--- src/rtl/mem_stage.sv ---
// Memory stage: turns the ALU result into a data-memory access (or passes it
// through), waits for the req/ack handshake and registers a result for writeback.
module mem_stage #(
  parameter int XLEN           = 32,
  parameter int TIMEOUT_CYCLES = 255
) (
  input  logic            CLK,
  input  logic            RST_N,
  input  logic            VALID_IN,
  input  logic [XLEN-1:0] ALU_RESULT,
  input  logic [XLEN-1:0] STORE_DATA,
  input  logic            MEM_READ,
  input  logic            MEM_WRITE,
  input  logic [1:0]      MEM_SIZE,
  input  logic            MEM_UNSIGNED,
  input  logic [4:0]      RD_IN,
  input  logic            REG_WRITE_IN,
  output logic            STALL,
  output logic            DMEM_REQ,
  output logic            DMEM_WE,
  output logic [XLEN-1:0] DMEM_ADDR,
  output logic [3:0]      DMEM_BE,
  output logic [XLEN-1:0] DMEM_WDATA,
  input  logic [XLEN-1:0] DMEM_RDATA,
  input  logic            DMEM_ACK,
  output logic            WB_VALID,
  output logic [XLEN-1:0] WB_DATA,
  output logic [4:0]      WB_RD,
  output logic            WB_REG_WRITE,
  output logic [1:0]      WB_ERR
);

  localparam int CW = $clog2(TIMEOUT_CYCLES + 1);

  typedef enum logic {IDLE, ACCESS} state_t;

  localparam logic [1:0] ERR_OK      = 2'b00;
  localparam logic [1:0] ERR_MISALGN = 2'b01;
  localparam logic [1:0] ERR_TIMEOUT = 2'b10;
  localparam logic [1:0] ERR_ILLEGAL = 2'b11;

  state_t          state_q, state_d;
  logic [CW-1:0]   cnt_q, cnt_d;
  logic [4:0]      rd_q, rd_d;
  logic            rw_q, rw_d;
  logic [1:0]      size_q, size_d;
  logic            uns_q, uns_d;
  logic [1:0]      off_q, off_d;
  logic            req_q, req_d;
  logic            we_q, we_d;
  logic [XLEN-1:0] addr_q, addr_d;
  logic [3:0]      be_q, be_d;
  logic [XLEN-1:0] wdata_q, wdata_d;
  logic            wb_valid_q, wb_valid_d;
  logic [XLEN-1:0] wb_data_q, wb_data_d;
  logic [4:0]      wb_rd_q, wb_rd_d;
  logic            wb_rw_q, wb_rw_d;
  logic [1:0]      wb_err_q, wb_err_d;

  logic [XLEN-1:0] wdata_rep;
  logic [XLEN-1:0] ld_lane;
  logic [XLEN-1:0] ld_data;
  logic            is_mem, illegal, misaligned;
  logic [1:0]      a;

  // Each byte lane picks the store byte that belongs in it, so the memory can
  // simply honour the byte enables.
  for (genvar gi = 0; gi < 4; gi++) begin : g_lane
    assign wdata_rep[8*gi +: 8] =
        (MEM_SIZE == 2'b00) ? STORE_DATA[7:0] :
        (MEM_SIZE == 2'b01) ? STORE_DATA[8*(gi%2) +: 8] :
                              STORE_DATA[8*gi +: 8];
  end

  assign a          = ALU_RESULT[1:0];
  assign is_mem     = MEM_READ | MEM_WRITE;
  assign illegal    = (MEM_SIZE == 2'b11) | (MEM_READ & MEM_WRITE);
  assign misaligned = ((MEM_SIZE == 2'b01) & a[0]) | ((MEM_SIZE == 2'b10) & (a != 2'b00));

  assign ld_lane = DMEM_RDATA >> {off_q, 3'b000};

  always_comb begin
    ld_data = DMEM_RDATA;
    case (size_q)
      2'b00:   ld_data = uns_q ? {{(XLEN-8){1'b0}}, ld_lane[7:0]}
                               : {{(XLEN-8){ld_lane[7]}}, ld_lane[7:0]};
      2'b01:   ld_data = uns_q ? {{(XLEN-16){1'b0}}, ld_lane[15:0]}
                               : {{(XLEN-16){ld_lane[15]}}, ld_lane[15:0]};
      default: ld_data = DMEM_RDATA;
    endcase
  end

  always_comb begin
    state_d    = state_q;
    cnt_d      = cnt_q;
    rd_d       = rd_q;
    rw_d       = rw_q;
    size_d     = size_q;
    uns_d      = uns_q;
    off_d      = off_q;
    req_d      = req_q;
    we_d       = we_q;
    addr_d     = addr_q;
    be_d       = be_q;
    wdata_d    = wdata_q;
    wb_valid_d = 1'b0;
    wb_data_d  = wb_data_q;
    wb_rd_d    = wb_rd_q;
    wb_rw_d    = wb_rw_q;
    wb_err_d   = wb_err_q;

    case (state_q)
      IDLE: begin
        if (VALID_IN) begin
          wb_rd_d = RD_IN;
          if (!is_mem) begin
            wb_valid_d = 1'b1;
            wb_data_d  = ALU_RESULT;
            wb_rw_d    = REG_WRITE_IN;
            wb_err_d   = ERR_OK;
          end else if (illegal || misaligned) begin
            // The faulting address goes to writeback for the trap handler.
            wb_valid_d = 1'b1;
            wb_data_d  = ALU_RESULT;
            wb_rw_d    = 1'b0;
            wb_err_d   = illegal ? ERR_ILLEGAL : ERR_MISALGN;
          end else begin
            req_d   = 1'b1;
            we_d    = MEM_WRITE;
            addr_d  = {ALU_RESULT[XLEN-1:2], 2'b00};
            wdata_d = wdata_rep;
            case (MEM_SIZE)
              2'b00:   be_d = 4'b0001 << a;
              2'b01:   be_d = 4'b0011 << a;
              default: be_d = 4'b1111;
            endcase
            rd_d    = RD_IN;
            rw_d    = REG_WRITE_IN;
            size_d  = MEM_SIZE;
            uns_d   = MEM_UNSIGNED;
            off_d   = a;
            cnt_d   = '0;
            state_d = ACCESS;
          end
        end
      end
      ACCESS: begin
        if (DMEM_ACK) begin
          req_d      = 1'b0;
          be_d       = 4'b0000;
          state_d    = IDLE;
          wb_valid_d = 1'b1;
          wb_rd_d    = rd_q;
          wb_err_d   = ERR_OK;
          wb_data_d  = we_q ? '0 : ld_data;
          wb_rw_d    = we_q ? 1'b0 : rw_q;
        end else if (cnt_q == CW'(TIMEOUT_CYCLES - 1)) begin
          // This is the last allowed cycle and still no ack: give up.
          req_d      = 1'b0;
          be_d       = 4'b0000;
          state_d    = IDLE;
          wb_valid_d = 1'b1;
          wb_rd_d    = rd_q;
          wb_err_d   = ERR_TIMEOUT;
          wb_data_d  = '0;
          wb_rw_d    = 1'b0;
        end else begin
          cnt_d = cnt_q + 1'b1;
        end
      end
      default: state_d = IDLE;
    endcase
  end

  always_ff @(posedge CLK or negedge RST_N) begin
    if (!RST_N) begin
      state_q    <= IDLE;
      cnt_q      <= '0;
      rd_q       <= '0;
      rw_q       <= 1'b0;
      size_q     <= '0;
      uns_q      <= 1'b0;
      off_q      <= '0;
      req_q      <= 1'b0;
      we_q       <= 1'b0;
      addr_q     <= '0;
      be_q       <= '0;
      wdata_q    <= '0;
      wb_valid_q <= 1'b0;
      wb_data_q  <= '0;
      wb_rd_q    <= '0;
      wb_rw_q    <= 1'b0;
      wb_err_q   <= '0;
    end else begin
      state_q    <= state_d;
      cnt_q      <= cnt_d;
      rd_q       <= rd_d;
      rw_q       <= rw_d;
      size_q     <= size_d;
      uns_q      <= uns_d;
      off_q      <= off_d;
      req_q      <= req_d;
      we_q       <= we_d;
      addr_q     <= addr_d;
      be_q       <= be_d;
      wdata_q    <= wdata_d;
      wb_valid_q <= wb_valid_d;
      wb_data_q  <= wb_data_d;
      wb_rd_q    <= wb_rd_d;
      wb_rw_q    <= wb_rw_d;
      wb_err_q   <= wb_err_d;
    end
  end

  assign STALL        = (state_q == ACCESS);
  assign DMEM_REQ     = req_q;
  assign DMEM_WE      = we_q;
  assign DMEM_ADDR    = addr_q;
  assign DMEM_BE      = be_q;
  assign DMEM_WDATA   = wdata_q;
  assign WB_VALID     = wb_valid_q;
  assign WB_DATA      = wb_data_q;
  assign WB_RD        = wb_rd_q;
  assign WB_REG_WRITE = wb_rw_q;
  assign WB_ERR       = wb_err_q;

endmodule

--- config.mk ---
export PLATFORM = sky130hd
export DESIGN_NAME = mem_stage
export DESIGN_NICKNAME = d
export VERILOG_FILES = /design/src/rtl/mem_stage.sv
export SDC_FILE = /design/constraint.sdc
export NUM_CORES = 1
export LEC_CHECK = 0
export CAP_MARGIN = 40
export CELL_PAD_IN_SITES_DETAIL_PLACEMENT = 0
export CELL_PAD_IN_SITES_GLOBAL_PLACEMENT = 1
export CORE_UTILIZATION = 30
export CTS_CLUSTER_DIAMETER = 30
export DETAILED_ROUTE_END_ITERATION = 8
export PLACE_DENSITY = 0.77
export RECOVER_POWER = 25
export SLEW_MARGIN = 25
export SYNTH_ARGS = -nofsm -noshare
export SYNTH_HDL_FRONTEND = slang
export SYNTH_SLANG_ARGS = --single-unit
--- constraint.sdc ---
create_clock -name CLK -period 2.15 [get_ports CLK]
set_clock_uncertainty 0.15 [all_clocks]
set_input_delay 0.5375 -clock CLK [delete_from_list [all_inputs] [get_ports CLK]]
set_output_delay 0.5375 -clock CLK [all_outputs]
set_load 0.01 [all_outputs]
* Word level (Yosys, flattened, before mapping)
Cells that the tools add are included. Widths: inputs -> output; s select.
Cells by class: $add $sub $neg 1, equality and inequality tests 12, shifts and indexed selects 3, muxes and demuxes 63, bitwise logic cells 8, reductions and logical operators 9
Operators with widths (number):
- $mux 32 | 8
- $pmux 32 s2 | 2
- $mux 8 | 10
- $shr 32x5->16 | 1
- $mux 1 | 20
- $mux 4 | 5
- $pmux 4 s2 | 2
- $pmux 8 s2 | 1
- $mux 5 | 3
- $mux 2 | 6
- $ne 2x2->1 const B | 5
- $pmux 5 s2 | 1
- $add 8x1->8 const B | 1
- $eq 8x8->1 const B | 1
- $pmux 1 s2 | 4
- $reduce_and 4->1 | 2
- $reduce_and 5->1 | 1
- $eq 2x1->1 const B | 2
- $eq 2x2->1 const B | 2
- $logic_not 2->1 | 2
- $pmux 2 s2 | 1
- $shl 1x2->4 const A | 1
- $shl 2x2->4 const A | 1
- $and 1x1->1 | 3
- other kinds (8) | 11
Word-level totals: flip-flop bits (word level) 129, input port bits 111, output and inout port bits 112, word-level logic and storage cells 113

* Logic depth before layout (Yosys ltp)
Gate-level depths: netlist (run 1).
depth in word-level cells 8, depth in mapped cells 8, gate-level depth less buffers 7

* Worst setup path after synthesis (run 1)
Ideal clock, no wire load.
kind input to register, from input port MEM_WRITE, to register wb_err_q[1], in the netlist WB_ERR[1], setup time 119 ps, arrival time 1731 ps, required time 1881 ps, slack 150 ps, cell stages on the path 6, path buffers 1, path through xor2_1 -> and3_1 -> o2bb2ai_1 -> clkbuf_1 -> o311ai_0 -> o21a_1
On the way: cells in the longest elaborated chain, start to end 7, elaborated cells between the ends (all ways) 11, classes of those cells eq/ne (1); mux (5); bitwise (3); reduce/logical (2)
Ends and longest elaborated chain:
- start, declared | line 13 | input logic MEM_WRITE,
- $and 1x1->1 | line 77 | assign illegal = (MEM_SIZE == 2'b11) | (MEM_READ & MEM_WRITE);
- $or 1x1->1 | line 77
- $mux 2 | line 126 | wb_err_d = illegal ? ERR_ILLEGAL : ERR_MISALGN;
- $mux 2 | line 121 | end else if (illegal || misaligned) begin
- $mux 2 | line 116 | if (!is_mem) begin
- $mux 2 | line 114 | if (VALID_IN) begin
- $pmux 2 s2 | line 112 | case (state_q)
- end signal, assigned | line 211 | wb_err_q <= wb_err_d;
- end, declared | line 58 | logic [1:0] wb_err_q, wb_err_d;
Parallel ways exist; a longest one is shown, timed or not. The select of a mux whose other input is x is not followed. A chain may end at the register's enable or synchronous reset.

* Final worst setup path (run 1)
from register wb_data_q[31], in the netlist WB_DATA[31], to output port WB_DATA[31]
RTL lines:
- start, declared | line 55 | logic [XLEN-1:0] wb_data_q, wb_data_d;
- start signal, assigned | line 208 | wb_data_q <= wb_data_d;
- end, declared | line 27 | output logic [XLEN-1:0] WB_DATA,
No word-level cell between the ends.

==> run metrics, run 1 <==
crit-path max cell delay=0.61 ns; final hold violations=0; Peak supply drop=0.5768 mV; met3 Use GR=0.07799; fin nets=1,058; top post-synthesis cells by count=nand2_1, dfrtp_1, nor2_1; initial antenna violation count=2; yosys warns=0; most frequent cell after synthesis=nand2_1; core box area=19,780 um2; EDFF count, synth=0; post-synth top area share=0.5256; RD Place Congestion=0.8623; CP bufs+invs=1; final wirelength=21.64 mm; Num CTS Buffers=17; CTS tree=built; Starting Density=0.3105; Clock Path Buffers=2; Final Cycle Share=0.9731; worst skew pair latency=0.42 ns; register area share after synthesis=0.5256; internal reg-to-reg setup slack=0.06 ns; synth-to-layout area growth=59.67%; asr flop ratio synth=1.000; die height=145.1 um; most area-consuming cells after synthesis=dfrtp_1, nand2_1, mux2i_1; DR iter-0 viols=309; synthesis-stage register bit count=129; gr usage total=0.2085; Vias=5,915; Mapped Area=6142 um2; crit-path cells=clkdlybuf4s50_1; worst path arrival time=1.40 ns; non-filler cells, final=1,223; clock slew at the register clock pins of the worst setup and hold paths=0.06 ns; Mean Syn Cell Area=8.941 um2; Final Max Slew Viols=0; post-synth top area cell=dfrtp_1; WHS=0.3199 ns; Wirelength per Cell=17.70 um; vias per cell=4.836; antenna-violating nets left=0; Tmin final=2.092 ns; fill cell count=1,879; root buffer cell=clkbuf_16; worst-path fanout max=2; crit path kind=reg -> out; die span in x=145.1 um; largest net degree at the start of global routing=46; Util after Layout=0.4958; P_leak=4.331 nW; dominant synthesized flop cell=dfrtp_1; share of cells above drive strength 1=0.1087; final setup fails=0; DP HPWL=15.69 mm; Slew HR=0.4824; worst-margin pin slew=0.7764 ns; CTS H-tree lvls=4; status=complete, no violations; Slowest cell on crit path=clkdlybuf4s50_1; library cells used by synthesis=42; Most Crowded Layer GR=met2; Gate Count Post-Synth=687; GR Util met1=0.2563; vias in the first global route=6,024; CP endpoint kind=output pin; drt first pass iters=5; Hold WC Path Type=reg -> reg; first-pass GRT wire length=34.14 mm; MaxCap Viol Count=0; P per Cell Area=1007 nW/um2; met2 Usage GRT=0.3322; IO buf count=220; grt ovf=0; Top delay family on crit path=buffers and inverters; row count=51; Worst Setup Start Kind=register; clock sink count=129; Post-Place Cells=1,181; Max Freq=0.4780 GHz; die area=21,050 um2; IO Pins=223; critical path required time=1.46 ns; DRC=0
## stage by stage
step	cell area (um2)	setup slack [ns]	power (mW)	setup TNS, ns
2_1_floorplan	6146	0.1503	4.805	0
3_3_place_gp	9061	-0.3436	6.779	-27.07
3_5_place_dp	9061	-0.4170	6.826	-33.82
4_1_cts	9672	0.01968	9.820	0
5_1_grt	9804	-0.007324	10.44	-0.01397
6_report	9807	0.05775	9.871	0
## cell type report
type	instances	area [um2]	area share
Tap cell	265	331.6	0.03381
Sequential cell	129	3229	0.3293
Timing Repair Buffer	285	2885	0.2942
Clock inverter	14	166.4	0.01697
Clock buffer	17	425.4	0.04338
Inverter	5	18.77	0.001914
Antenna cell	1	2.502	0.0002552
Multi-Input combinational cell	507	2748	0.2802
## cells by family (layout without fill, tap and decap cells)
| logic type | count (synthesis) | after routing | share of synthesized area |
|---|---|---|---|
| AOI/OAI and AO/OA | 181 | 181 | 0.1866 |
| xor gates and xnor gates | 7 | 7 | 0.009982 |
| adders and majority gates | 2 | 2 | 0.004073 |
| buffers and inverters | 52 | 321 | 0.03483 |
| DFF | 129 | 129 | 0.5256 |
| muxes | 37 | 37 | 0.06030 |
| other | 1 | 3 | 0.0006105 |
| and+or+nand+nor | 278 | 278 | 0.1780 |
## final timing paths
path,endpoint,depth (start not counted),startpoint
setup / recovery,WB_DATA[31],1,WB_DATA[31]$_DFFE_PN0P_
hold / removal,DMEM_ADDR[11]$_DFFE_PN0P_,2,DMEM_ADDR[11]$_DFFE_PN0P_
setup reg to reg,WB_DATA[28]$_DFFE_PN0P_,7,off_q[1]$_DFFE_PN0P_
hold reg to reg,DMEM_ADDR[11]$_DFFE_PN0P_,2,DMEM_ADDR[11]$_DFFE_PN0P_
max in group asynchronous,cnt_q[3]$_DFFE_PN0P_,3,RST_N
min in group asynchronous,WB_DATA[10]$_DFFE_PN0P_,2,RST_N
## flip-flops by register name (all words and copies together) (netlist names)
| name | flops |
|---|---|
| DMEM_WDATA | 32 |
| uns_q | 1 |
| cnt_q | 8 |
| DMEM_ADDR | 30 |
| STALL | 1 |
| WB_VALID | 1 |
| WB_REG_WRITE | 1 |
| WB_ERR | 2 |
| WB_DATA | 32 |
| rw_q | 1 |
| size_q | 2 |
| off_q | 2 |
| WB_RD | 5 |
| rd_q | 5 |
| DMEM_WE | 1 |
| DMEM_REQ | 1 |
| DMEM_BE | 4 |
## report_power, final
part | total [mW] | switching [mW] | internal (mW)
Clock | 2.94 | 1.12 | 1.81
Combinational | 3.48 | 1.61 | 1.88
Sequential | 3.45 | 0.393 | 3.06
Total | 9.87 | 3.12 | 6.75
## layer usage
metal	wire length, um	share of wire	vias to the layer above
li1	-	-	2875
met1	9095	0.42	2778
met2	10050	0.46	235
met3	1977	0.091	25
met4	505	0.023	2
met5	12	0.00055	-
## what timing repair did
action / in CTS / in global routing
endpoints found under the setup margin: 1 / 24
hold buffers: 1 / 0
hold endpoints to repair: 24 / 0
gates resized for setup: 1 / 10
buffers inserted: 1 / 5
cloned: 0 / 3
pin swaps: 0 / 4
## worst min-delay path: cells and delay by family, from the launching register on
family | cells | cell delay (ns)
and+or+nand+nor | 2 | 0.10
DFF | 1 | 0.34
## placed cells by master (no fill, tap or decap), drive strengths merged, types with 5 or more instances in the layout
cell type and instances:
o21ai 48, a2bb2oi 7, inv 5, clkdlybuf4s50 216
a21oi 49, mux2i 37, clkinv 7, nand2 191
a31oi 10, buf 61, o221ai 9, o211ai 16
nor2 67, dfrtp 129, clkbuf 21, a21boi 23
Note: power is estimated with default switching activity, not from simulation.
==> inputs of run 2 (changes only) <==
--- a/config.mk
+++ b/config.mk
@@ -10,2 +10,3 @@
 export CELL_PAD_IN_SITES_GLOBAL_PLACEMENT = 1
+export CORE_MARGIN = 5
 export CORE_UTILIZATION = 30
==> constraint.sdc (replaced) <==
create_clock -name CLK -period 2.15 [get_ports CLK]
set_clock_uncertainty 0.15 [all_clocks]
set_input_delay 0.43 -clock CLK [delete_from_list [all_inputs] [get_ports CLK]]
set_output_delay 0.43 -clock CLK [all_outputs]
set_load 0.01 [all_outputs]
==> run 2 against run 1 <==
Wire length shrank 0.30%. Register-to-register slack improved by 0.15 ns. Die area rose by 11%. Final cell count decreased by 0.25%. Combinational power fell by 5%. Power rose by 0.35%. Design area is 1.1% lower. Via count shrank 1.8%. Clock power is 6.8% higher. Maximum frequency up 4.4%. Worst setup slack improved by 0.089 ns. Sequential share of layout area up 0.35 points. Critical endpoint is now DMEM_WE. Largest cell class unchanged. Largest power group is now sequential cells. Highest routed layer is now met4.
==> run metrics, run 2 (synthesized netlist as in run 1, its figures left out) <==
die span in x=153.1 um (+5.5%); CP bufs+invs=1 (unchanged); synth-to-layout area growth=57.91%; critical path required time=1.57 ns (+0.11 ns); most common cell after layout, fill and taps aside=clkdlybuf4s50_1; internal reg-to-reg setup slack=0.21 ns (+0.15 ns); root buffer cell=clkbuf_16; first-pass GRT wire length=34.08 mm (-0.18%); Clock Path Buffers=2 (unchanged); Util after Layout=0.4809 (-0.01487); final setup fails=0 (unchanged); worst path arrival time=1.42 ns (+0.02 ns); crit-path max cell delay=0.62 ns (about the same); Setup TNS Final=0 ns (unchanged); status=complete, no violations; worst-path fanout max=3 (+1); overall power=9.905 mW (+0.35%); antenna-violating nets left=0 (unchanged); row count=52 (+2.0%); core box area=20,170 um2 (+2.0%); final wirelength=21.58 mm (-0.30%); vias in the first global route=5,815 (-3.5%); final hold violations=0 (unchanged); P per Cell Area=1021 nW/um2 (+1.5%); CTS tree=built; Worst Setup Start Kind=register; Tmin final=2.003 ns (-0.08899 ns); die height=153.1 um (+5.5%); drt first pass iters=7 (+2); most frequent cells in the layout=clkdlybuf4s50_1, nand2_1, dfrtp_1; Slowest cell on crit path=clkdlybuf4s50_1; vias per cell=4.762 (-1.5%); worst skew pair latency=0.41 ns (about the same); crit-path cells=clkdlybuf4s50_1; RD Place Congestion=0.8792 (+2.0%); initial antenna violation count=0 (-2); largest net degree at the start of global routing=44 (-4.3%); gr usage total=0.1836 (-0.02481); clock sink count=129 (unchanged); WHS=0.3186 ns (-0.001315 ns); die area=23,440 um2 (+11%); share of cells above drive strength 1=0.09684 (-0.01183); crit path kind=reg -> out; fin nets=1,050 (-0.76%); IO Pins=223 (unchanged); post-placement setup slack=-0.3250 ns (+0.09202 ns); DRC=0 (unchanged); IO buf count=220 (unchanged); Hold WC Path Type=reg -> reg; worst-margin pin slew=0.6630 ns (-0.1133 ns); Starting Density=0.3045 (-0.005971); MaxCap Viol Count=0 (unchanged); Wirelength per Cell=17.69 um (about the same); Slew HR=0.5580 (+0.07555); grt ovf=0 (unchanged); CTS H-tree lvls=4 (unchanged); Final Max Slew Viols=0 (unchanged); ANT cells=0 (-1); post-CTS setup buffers=0 (-1); Num CTS Buffers=17 (unchanged); P_leak=4.269 nW (-1.5%); RSZ-0062 raised after global routing=no; clock slew at the register clock pins of the worst setup and hold paths=0.05 ns (about the same); Final WS setup=0.1467 ns (+0.08899 ns); Vias=5,810 (-1.8%); Peak supply drop=0.5728 mV (-0.68%); Top delay family on crit path=buffers and inverters; Max Freq=0.4992 GHz (+4.4%); CP endpoint kind=output pin; DR iter-0 viols=206 (-33%); DP HPWL=16.50 mm (+5.2%); Final Cycle Share=0.9317 (-0.04139)
## run 2: cell count changes in the layout (fill, tap and decap cells not counted), moves of 2 or more
| cell | delta |
|---|---|
| clkbuf_1 | +3 |
| dlymetal6s2s_1 | -3 |
| buf_4 | -5 |
| clkdlybuf4s50_1 | +3 |
| a21boi_0 | +4 |
| clkbuf_4 | +2 |
| a21boi_1 | -4 |
| buf_12 | -2 |
| clkbuf_8 | +4 |
| clkinv_2 | -3 |
| clkinvlp_4 | -3 |
| clkbuf_16 | -3 |
## run 2: metrics by stage
stage	cells	area, um2
finish	1220	9699
global route	1220	9699
CTS	1220	9727
detailed placement	1187	9075
global placement	1187	9075
floorplan	688	6146
## run 2: path summary, 6_finish.rpt
kind,from,depth (start not counted),end
max in group asynchronous,RST_N,3,DMEM_WDATA[9]$_DFFE_PN0P_
max,DMEM_WE$_DFFE_PN0P_,1,DMEM_WE
min in group asynchronous,RST_N,2,WB_DATA[15]$_DFFE_PN0P_
max reg2reg,cnt_q[0]$_DFFE_PN0P_,8,WB_DATA[28]$_DFFE_PN0P_
min reg2reg,DMEM_ADDR[11]$_DFFE_PN0P_,2,DMEM_ADDR[11]$_DFFE_PN0P_
min,DMEM_ADDR[11]$_DFFE_PN0P_,2,DMEM_ADDR[11]$_DFFE_PN0P_
## run 2: final cells by class
| class | instances | area (um2) |
|---|---|---|
| clock buffer | 24 | 491.7 |
| clock inverter | 8 | 150.1 |
| fill | 1959 | 10470 |
| inverter | 5 | 18.77 |
| multi-input combinational | 507 | 2733 |
| sequential | 129 | 3228 |
| tap | 270 | 337.8 |
| timing repair buffer | 277 | 2740 |
## run 2: report_power, final
part           internal [mW]  switching (mW)
Combinational           1.77            1.55
Clock                   2.07            1.07
Sequential              3.06           0.384
## run 2: routing by layer
layer | GRT usage | wire length [um]
met5 | 0 | 0
met4 | 0.04667 | 340
met3 | 0.07040 | 2014
met2 | 0.2910 | 9837
met1 | 0.2374 | 9384
## run 2: timing repair
item	4_1_cts	5_1_grt
hold buffers	1	0
hold endpoints to repair	23	0
endpoints found under the setup margin	0	2
gates resized for setup	0	2
## run 2: worst reg2reg max path, stage by stage, from the launching register on
cell and delay (ns):
dfrtp_1 0.42, inv_1 0.08, ha_1 0.15, nand3_1 0.13, o21bai_2 0.21, o2bb2ai_4 0.18
buf_12 0.20, a21boi_0 0.22, a21oi_1 0.10
==> inputs of run 3 (changes only) <==
--- a/config.mk
+++ b/config.mk
@@ -16,2 +16,3 @@
 export RECOVER_POWER = 25
+export SETUP_SLACK_MARGIN = 0.15
 export SLEW_MARGIN = 25
--- a/constraint.sdc
+++ b/constraint.sdc
@@ -4,2 +4,2 @@
 set_output_delay 0.43 -clock CLK [all_outputs]
-set_load 0.01 [all_outputs]
+set_load 0.05 [all_outputs]
==> run 3 against run 2 <==
Global-route usage is 0.099 points lower. Largest power group is now combinational cells. Non-clock buffer count rose by 5. Worst setup slack better by 0.083 ns. Register-to-register slack gained 0.08 ns. Largest cell class unchanged. Critical endpoint is now WB_DATA[28]$_DFFE_PN0P_.
==> run metrics, run 3 (synthesized netlist as in run 1, its figures left out) <==
status=complete, no violations; fin nets=1,055 (+0.48%); RD Place Congestion=0.8491 (-3.4%); grt ovf=0 (unchanged); MaxCap Viol Count=0 (unchanged); worst skew pair latency=0.42 ns (about the same); Setup TNS Final=0 ns (unchanged); Slew HR=0.2535 (-0.3045); initial antenna violation count=0 (unchanged); IO buf count=220 (unchanged); worst path arrival time=2.12 ns (+0.70 ns); first-pass GRT wire length=33.64 mm (-1.3%); clock sink count=129 (unchanged); CTS tree=built; share of cells above drive strength 1=0.1571 (+0.06023); gr usage total=0.1827 (-0.0009941); DR iter-0 viols=265 (+29%); row count=52 (unchanged); Final Cycle Share=0.8932 (-0.03854); IO Pins=223 (unchanged); Wirelength per Cell=17.77 um (+0.49%); largest net degree at the start of global routing=54 (+23%); final wirelength=21.79 mm (+0.98%); vias per cell=4.754 (-0.16%); vias in the first global route=5,883 (+1.2%); die height=153.1 um (unchanged); Final Max Slew Viols=0 (unchanged); core box area=20,170 um2 (unchanged); Max Freq=0.5207 GHz (+4.3%); Tmin final=1.920 ns (-0.08286 ns); final hold violations=0 (unchanged); critical path required time=2.35 ns (+0.78 ns); Peak supply drop=0.6227 mV (+8.7%); synth-to-layout area growth=56.18%; P_leak=4.467 nW (+4.6%); DRC=0 (unchanged); internal reg-to-reg setup slack=0.29 ns (+0.08 ns); final setup fails=0 (unchanged); die area=23,440 um2 (unchanged); Post-Place Cells=1,187 (unchanged); drt first pass iters=4 (-3); clock slew at the register clock pins of the worst setup and hold paths=0.06 ns (about the same); placed inst area=8964 um2 (-1.2%); die span in x=153.1 um (unchanged); most frequent cells in the layout=nand2_1, dfrtp_1, clkdlybuf4s50_1; Clock Path Buffers=2 (unchanged); Num CTS Buffers=17 (unchanged); Worst Setup Start Kind=input port; root buffer cell=clkbuf_16; worst-margin pin slew=1.120 ns (+0.4567 ns); P per Cell Area=1177 nW/um2 (+15%); Starting Density=0.3045 (unchanged); CP endpoint kind=register; final instance area=9593 um2 (-1.1%); Hold WC Path Type=reg -> reg; most common cell after layout, fill and taps aside=nand2_1; non-filler cells, final=1,226 (+0.49%); DP HPWL=16.61 mm (+0.66%); antenna-violating nets left=0 (unchanged); crit path kind=in -> reg; Vias=5,829 (+0.33%); worst-path fanout max=15 (+12); CTS H-tree lvls=4 (unchanged); RSZ-0062 raised after global routing=no
run 3: cell type report:
cell class                      count  area, um2
Clock inverter                     14      178.9
Fill cell                        1972      10580
Antenna cell                        1      2.502
Inverter                            5      18.77
Sequential cell                   129       3231
Clock buffer                       18      439.2
Multi-Input combinational cell    507       2756
Tap cell                          270      337.8
Timing Repair Buffer              282       2629
run 3: worst paths after layout:
kind                                        endpoint  depth (start not counted)                       from
min reg2reg                DMEM_ADDR[12]$_DFFE_PN0P_                          2  DMEM_ADDR[12]$_DFFE_PN0P_
min in group asynchronous  DMEM_ADDR[13]$_DFFE_PN0P_                          2                      RST_N
max reg2reg                  WB_DATA[28]$_DFFE_PN0P_                          7      size_q[1]$_DFFE_PN0P_
max in group asynchronous     DMEM_BE[3]$_DFFE_PN0P_                          3                      RST_N
max                          WB_DATA[28]$_DFFE_PN0P_                          7             DMEM_RDATA[15]
min                        DMEM_ADDR[12]$_DFFE_PN0P_                          2  DMEM_ADDR[12]$_DFFE_PN0P_
run 3: metrics by stage:
| step | hold slack [ns] | setup WS, ns | utilization | power (mW) |
|---|---|---|---|---|
| global route | 0.3337 | 0.1369 | 0.4755 | 11.85 |
| finish | 0.3172 | 0.2296 | 0.4756 | 11.29 |
| CTS | 0.3220 | 0.1825 | 0.4715 | 11.37 |
| detailed placement | 0.2280 | -0.2713 | 0.4444 | 8.510 |
| floorplan | -0.01559 | 0.1836 | - | 6.502 |
| global placement | 0.2322 | -0.2665 | 0.4444 | 8.471 |
run 3: repair_timing:
| action | in CTS | in global routing |
|---|---|---|
| endpoints found under the setup margin | 65 | 82 |
| pin swaps | 0 | 6 |
| endpoints found under the hold margin | 39 | 0 |
| resized for setup | 65 | 10 |
| buffers inserted | 0 | 4 |
| hold buffers | 1 | 0 |
| gates cloned | 0 | 1 |
run 3: per-layer routing:
layer	share of wire	track usage	up-vias	wire length, um
met5	0	0	-	0
met3	0.099	0.07379	31	2166
met1	0.42	0.2244	2706	9203
met4	0.023	0.06406	0	504
met2	0.46	0.2916	223	9914
li1	-	-	2869	-
run 3: power by group:
group	total, mW	leakage, nW	internal [mW]	switching, mW
Sequential	3.44	1.57	3.06	0.382
Combinational	4.79	2.60	1.50	3.29
Clock	3.06	0.294	1.87	1.19
Total	11.3	4.47	6.43	4.86
run 3: critical path, stage by stage:
cell,delay (ns)
clkdlybuf4s50_1,0.52
mux2i_1,0.14
a2111o_1,0.43
o221ai_4,0.19
buf_12,0.18
o211ai_1,0.09
a21oi_1,0.13
